===== config.mk =====
export PLATFORM = sky130hd
export DESIGN_NAME = adder_tree_pipe
export DESIGN_NICKNAME = d
export VERILOG_FILES = /design/src/rtl/adder_tree_pipe.sv
export SDC_FILE = /design/constraint.sdc
export NUM_CORES = 1
export LEC_CHECK = 0
export ABC_AREA = 1
export CAP_MARGIN = 20
export CELL_PAD_IN_SITES_DETAIL_PLACEMENT = 2
export CELL_PAD_IN_SITES_GLOBAL_PLACEMENT = 2
export CORE_MARGIN = 2
export CORE_UTILIZATION = 30
export DETAILED_ROUTE_END_ITERATION = 8
export PLACE_DENSITY_LB_ADDON = 0.1
export SLEW_MARGIN = 20
export SYNTH_ARGS = -nofsm -noshare
export SYNTH_HDL_FRONTEND = slang
export SYNTH_SLANG_ARGS = --single-unit

===== constraint.sdc =====
create_clock -name clk -period 2.4 [get_ports clk]
set_input_delay 0.24 -clock clk [delete_from_list [all_inputs] [get_ports clk]]
set_output_delay 0.24 -clock clk [all_outputs]
set_load 0.005 [all_outputs]

===== src/rtl/adder_tree_pipe.sv =====
// Pipelined unsigned adder tree with valid/ready flow control, flush, and
// selectable wrap/saturate output. One register per tree level plus an output stage.
module adder_tree_pipe #(
    parameter int DSIZE  = 64,
    parameter int NUM_IN = 4
) (
    input  logic                    clk,
    input  logic                    rst_n,
    input  logic [NUM_IN*DSIZE-1:0] in_data,
    input  logic                    in_valid,
    output logic                    in_ready,
    input  logic                    sat_en,
    input  logic                    flush,
    output logic [DSIZE-1:0]        sum,
    output logic                    sum_valid,
    input  logic                    sum_ready,
    output logic                    ovf
);

    localparam int LVL = $clog2(NUM_IN);
    localparam int FW  = DSIZE + LVL;

    logic             adv_s;
    logic [LVL:1]     vld_r;
    logic [LVL:1]     sat_r;
    logic [FW-1:0]    full_s;
    logic [DSIZE-1:0] sum_s;
    logic             ovf_s;
    logic [DSIZE-1:0] sum_r;
    logic             ovf_r;
    logic             sum_valid_r;

    // The whole pipeline moves as one; it stalls only when the output is occupied and not taken.
    assign adv_s    = ~sum_valid_r | sum_ready;
    assign in_ready = adv_s & ~flush;

    // Valid and saturate-mode bits travel alongside each tree level.
    always_ff @(posedge clk or negedge rst_n) begin
        if (!rst_n) begin
            vld_r <= '0;
            sat_r <= '0;
        end else if (flush) begin
            vld_r <= '0;
        end else if (adv_s) begin
            vld_r[1] <= in_valid;
            sat_r[1] <= sat_en;
            for (int s = 2; s <= LVL; s++) begin
                vld_r[s] <= vld_r[s-1];
                sat_r[s] <= sat_r[s-1];
            end
        end
    end

    for (genvar s = 1; s <= LVL; s++) begin : g_lvl
        localparam int W = DSIZE + s;
        localparam int N = NUM_IN >> s;

        logic [W-1:0] part_r [N];
        logic [W-1:0] next_s [N];
        logic         load_s;

        // Data only loads behind a valid upstream entry, so X on idle inputs never reaches sum.
        if (s == 1) begin : g_first
            assign load_s = in_ready & in_valid;
            // First level adds adjacent input operands, one bit wider than an operand.
            always_comb begin
                for (int i = 0; i < N; i++) begin
                    next_s[i] = {1'b0, in_data[(2*i)*DSIZE +: DSIZE]}
                              + {1'b0, in_data[(2*i+1)*DSIZE +: DSIZE]};
                end
            end
        end else begin : g_next
            assign load_s = adv_s & vld_r[s-1];
            // Deeper levels add adjacent partial sums from the level above.
            always_comb begin
                for (int i = 0; i < N; i++) begin
                    next_s[i] = {1'b0, g_lvl[s-1].part_r[2*i]}
                              + {1'b0, g_lvl[s-1].part_r[2*i+1]};
                end
            end
        end

        // Partial-sum registers for this level.
        always_ff @(posedge clk or negedge rst_n) begin
            if (!rst_n) begin
                for (int i = 0; i < N; i++) begin
                    part_r[i] <= '0;
                end
            end else if (load_s) begin
                for (int i = 0; i < N; i++) begin
                    part_r[i] <= next_s[i];
                end
            end
        end
    end

    assign full_s = g_lvl[LVL].part_r[0];

    // Any carry above DSIZE bits is an overflow; saturate clamps to all-ones.
    always_comb begin
        ovf_s = |full_s[FW-1:DSIZE];
        if (sat_r[LVL] && ovf_s) begin
            sum_s = '1;
        end else begin
            sum_s = full_s[DSIZE-1:0];
        end
    end

    // Output stage: holds the result stable while the consumer stalls.
    always_ff @(posedge clk or negedge rst_n) begin
        if (!rst_n) begin
            sum_valid_r <= 1'b0;
            sum_r       <= '0;
            ovf_r       <= 1'b0;
        end else if (flush) begin
            sum_valid_r <= 1'b0;
        end else if (adv_s) begin
            sum_valid_r <= vld_r[LVL];
            if (vld_r[LVL]) begin
                sum_r <= sum_s;
                ovf_r <= ovf_s;
            end
        end
    end

    assign sum       = sum_r;
    assign ovf       = ovf_r;
    assign sum_valid = sum_valid_r;

endmodule


# Word-level counts from Yosys, hierarchy flattened
# Index checks and enable logic that the tools add are counted.
[word_totals] register_bits=266 latchBits=0 ram_bits=0 romBits=0 out_inout_bits=67 word_cells=27 mem_count=0
[classes] n_addsub=3 multipliers=0 div=0 order_cmp=0 eq_ne=0 n_shift=0 n_mux=5 bitwise_logic=6 reduce_logical=5
[op_table] operator="$add 64x64->65" count=2
[op_table] operator="$add 65x65->66" count=1
[op_table] operator="$mux 64" count=1
[op_table] operator="$mux 2" count=2
[op_table] operator="$and 1x1->1" count=3
[op_table] operator="$reduce_and 3->1" count=1
[op_table] operator="$mux 1" count=2
[op_table] operator="$not 1->1" count=2
[op_table] operator="$reduce_and 2->1" count=1
[op_table] operator="$reduce_bool 2->1" count=1
[op_table] operator="$reduce_or 2->1" count=1
[op_table] operator="$logic_and 1x1->1" count=1
[op_table] operator="$or 1x1->1" count=1

# Longest topological paths before layout
[depth] word_depth=4 mapped_depth=17 ltp_nobuf=17

# Least setup slack after synthesis
# OpenSTA, ideal clock, no wires.
[synth_timing] path_kind="flip-flop to flip-flop" from="register g_lvl[1].part_r[0] in the netlist's numbering" to="register g_lvl[2].part_r (netlist bit full_s[64])" t_arrival_ps=1809 required_time_ps=2282 slack_ps=473 stages_incl_launch_ff=18 n_path_buf=0 synth_period_minus_slack_ps=1927 path_cell_list="dfrtp_1 -> ha_1 -> inv_1 -> fa_1 -> inv_1 -> nand2_1 -> nand2_1 -> nand3_1 -> nand2_2 -> nand2_1 -> nand2_1 -> nand2_1 -> nand2_2 -> nand2_1 -> nand2_1 -> nand2_1 -> nand3_1 -> nand2_1"
[synth_between] elab_chain_cells=1
[synth_lines] element="start, declared" line_no="58" source="logic [W-1:0] part_r [N];"
[synth_lines] element="start signal, assigned by index" line_no="91" source="part_r[i] <= next_s[i];"
[synth_lines] element="$add 65x65->66" line_no="78" source="+ {1'b0, g_lvl[s-1].part_r[2*i+1]};"
[synth_lines] element="end signal, assigned by index" line_no="91"
[synth_lines] element="end, declared" line_no="58"
# No other way between the ends.
# A chain may end at the register's enable or synchronous reset.

# Worst setup path in the final report
[layout_timing] from="register g_lvl[1].part_r[72] in the netlist's numbering" to="register g_lvl[2].part_r (netlist bit full_s[30])"
# The elaborated chain is that of the path after synthesis.

==> impl_results.md <==
* Final worst path period need at 2.36 ns
* Clock tree from TritonCTS: yes
* Initial core utilization at a little under a third
* Total global routing overflow at 0
* Period Utilization, post-route at 98.2%
* Largest net degree at the start of global routing at 99
* Die span in y at 306 um
* Pins Over Slew Limit at 0
* DIE AREA at 93,400 um2
* Post-detailed-routing wire length at 136,000 um
* Actual slew at the worst max-slew pin at 0.935 ns
* Standard-cell row count at 110
* Number of buffers inserted during clock tree synthesis at 30
* Count of antenna diodes in the layout at 0
* Final antenna-violating net count at 0
* Internal power of the cells at 14.7 mW
* Warning count from the yosys run at 0
* Total routing usage reported by global routing at roughly 28%
* Most frequent cell after synthesis: sky130_fd_sc_hd__nand2_1
* Net switching share of the total power at between 40% and 50%
* Layout Utilization at between 40% and 50%
* First drt pass iteration count at 6
* Asr flop ratio synth at 100%
* CP startpoint kind: register
* Clock Root Buffer: sky130_fd_sc_hd__clkbuf_16
* Cell count after synthesis at 4,866
* Startpoint of the worst register-to-register path: g_lvl[1].part_r[72]
* Post-detailed-placement half-perimeter wirelength at 115,000 um
* Cell accounting for the most synthesized area: sky130_fd_sc_hd__nand2_1
* Static leakage at around 21 nW
* Layout-stage area growth over the synthesis result at 35.6%
* Dominant register cell in the synthesized netlist: sky130_fd_sc_hd__dfrtp_1
* Share of final-layout standard cells stronger than drive strength 1 at 12.2%
* Final nets at a little over 6,000
* Placement Setup Slack at -0.334 ns
* Pwr/cell area at 713 nW/um2
* Sequential group share of total power at 27.2%
* Ranking of synthesized cells by instance count: sky130_fd_sc_hd__nand2_1 (2,211), sky130_fd_sc_hd__inv_1 (977), sky130_fd_sc_hd__nor2_1 (343)
* Required time at the endpoint of the critical path at 2.87 ns
* Result of the run: completed
* Placer Congestion at 0.900
* Peak supply drop at just under 0.6 mV
* PortBufs at 328
* Maximum level of the CTS H-tree at 1
* Critical path class: register to register
* FF+latch count, synth at between 200 and 300
* Ratio of routed vias to standard cells at 4.84
* Top area cells in the synthesized netlist: sky130_fd_sc_hd__nand2_1 (30%), sky130_fd_sc_hd__dfrtp_1 (24%), sky130_fd_sc_hd__inv_1 (13%), sky130_fd_sc_hd__ha_1 (8.8%), sky130_fd_sc_hd__nor2_1 (4.7%)
* Source of the critical timing path: g_lvl[1].part_r[72]
* Fill cells at 11,442
* Synthesized net count at 5,324
* Power share of the combinational group at 53.7%
* First-pass GRT wire length at 208,000 um
* Worst max-slew margin expressed relative to the limit at between 30 and 40%
* Number of distinct library cell variants in the gate-level netlist after synthesis at 33
* Arrival time of the worst setup path at 2.82 ns
* Maximum buffer depth of the clock tree at 3
* Hold slack at 0.201 ns
* Max Cap Viol at 0
* Clock-pin transition on the worst setup and hold timing paths at 0.07 ns
* Clk network pwr share at 19.1%
* Highest fanout seen on the critical path at 4
* Via count of the routed design at 32,986
* Kind of end point of the critical path: register
* Number of global-route vias before repair at 36,651
* Hold Path Class: primary input to asynchronous set/reset pin
* Sequential cell area fraction in the yosys report at 24.4%
* Initial drt markers at 1,597
* Number of flops mapped to enable cells by yosys at 0
* Count of endpoints failing setup in the final report at 0
* Die X at 306 um
* Number of cells on the worst reg-to-reg path at 14
* Mapped Area at 27,300 um2
* Avg Inst Size Synth at 5.61 um2
* Final setup slack of the worst path at 0.0430 ns
* DRC Markers at 0
* Clock tree sinks at 266
* I/O pins at 329
* Switch Pwr at 11.8 mW
* Core area at 90,100 um2
* Latest clock arrival within the worst-skew pair at 0.60 ns
* Antenna violations before repair at 2
* Setup repair after global routing missed its margin: yes
* Area share of the largest cell type after synthesis at 30.4%
* WL per Instance at 19.9 um
* Post-route total power at 26.4 mW
* Achievable frequency at 424 MHz
* Hold Fails Final Rpt at 0
* Clock skew after layout at 0.0128 ns
-- power by group through the flow --
stage / clock [mW] / combinational, mW / sequential (mW)
floorplan: 0 / 6.88 / 6.62
detailed placement: 0 / 13.3 / 7.13
CTS: 5.13 / 13.6 / 7.09
finish: 5.05 / 14.2 / 7.17
global route: 5.29 / 15.7 / 7.33
global placement: 0 / 12.7 / 7.04
-- metal layers --
metal / wire length (um) / vias up / part of all wire, % / GRT usage [%]
met2: 65600 / 515 / 48 / 50.8
met3: 3540 / 141 / 2.6 / 1.66
li1: - / 16103 / - / -
met4: 4140 / 0 / 3.1 / 7.33
met5: 0 / - / 0 / 0
met1: 62500 / 16227 / 46 / 37.2
-- sequential cells by signal (all words and copies together), names as in the netlist --
register	flops
vld_r	2
sum_valid	1
ovf	1
sat_r	2
sum	64
full_s	66
g_lvl.part_r	130
-- logic make-up after synthesis --
| logic type | count (synthesis) | synth area share [%] |
|---|---|---|
| flip-flops | 266 | 24.4 |
| AO/OA/AOI/OAI | 316 | 5.83 |
| XOR/XNOR | 76 | 2.44 |
| AND/OR/NAND/NOR | 2971 | 43.9 |
| buffers and inverters | 1041 | 14.4 |
| adder cells (fa/ha/maj) | 196 | 9.06 |
-- critical path, cell delays in order, from the launching register on --
cell and delay, ns:
sky130_fd_sc_hd__dfrtp_1 0.46, sky130_fd_sc_hd__ha_1 0.40, sky130_fd_sc_hd__nand2_1 0.13, sky130_fd_sc_hd__nand2_1 0.09
sky130_fd_sc_hd__nand2_1 0.07, sky130_fd_sc_hd__nand2_1 0.10, sky130_fd_sc_hd__nand2_1 0.10, sky130_fd_sc_hd__nand2_1 0.08
sky130_fd_sc_hd__inv_1 0.07, sky130_fd_sc_hd__nand2_2 0.06, sky130_fd_sc_hd__nand2_1 0.14, sky130_fd_sc_hd__nand2_4 0.10
sky130_fd_sc_hd__buf_4 0.15, sky130_fd_sc_hd__xnor2_2 0.20, sky130_fd_sc_hd__o21ai_1 0.09
-- layout make-up --
class	instances	area [um2]	area share (%)
clock buffer	39	855	2.31
clock inverter	15	199	0.537
inverter	980	3680	9.94
multi-input combinational	3559	17400	46.9
sequential	266	6670	18.0
tap	1176	1470	3.97
timing repair buffer	774	6810	18.4
-- timing repair --
item | in CTS | in global routing
hold buffers | 1 | 0
endpoints found under the setup margin | 24 | 46
resized for setup | 20 | 127
buffers inserted | 1 | 6
pin swaps | 1 | 10
hold endpoints to repair | 59 | 0
-- metrics by stage --
stage	setup TNS (ns)	cells	area [um2]
2_1_floorplan	0	4866	27300
3_3_place_gp	-10.86	6746	35300
3_5_place_dp	-18.77	6747	35300
4_1_cts	0	6803	36400
5_1_grt	-0.572	6809	37000
6_report	0	6809	37000
-- cell usage in the layout (no fill, tap or decap), types with 39 or more instances in the layout --
cell type / instances
sky130_fd_sc_hd__clkdlybuf4s50_1: 327
sky130_fd_sc_hd__o21ai_0: 154
sky130_fd_sc_hd__xnor2_1: 70
sky130_fd_sc_hd__nor2_1: 314
sky130_fd_sc_hd__nand3_1: 235
sky130_fd_sc_hd__buf_4: 431
sky130_fd_sc_hd__ha_1: 149
sky130_fd_sc_hd__a21oi_1: 140
sky130_fd_sc_hd__nand2_1: 2190
sky130_fd_sc_hd__nor3_1: 39
sky130_fd_sc_hd__inv_1: 975
sky130_fd_sc_hd__dfrtp_1: 259
-- worst paths after layout --
kind / end / slack (ns)
worst max-delay path: full_s[30] / 0.04
min in group clk: sat_r[1] / 0.21
worst min register to register: sum[20] / 0.47
worst min-delay path: g_lvl[1].part_r[65] / 0.20
worst max register to register: full_s[30] / 0.04
max in group asynchronous: g_lvl[1].part_r[81] / 1.36
Note: power is estimated with default switching activity, not from simulation.
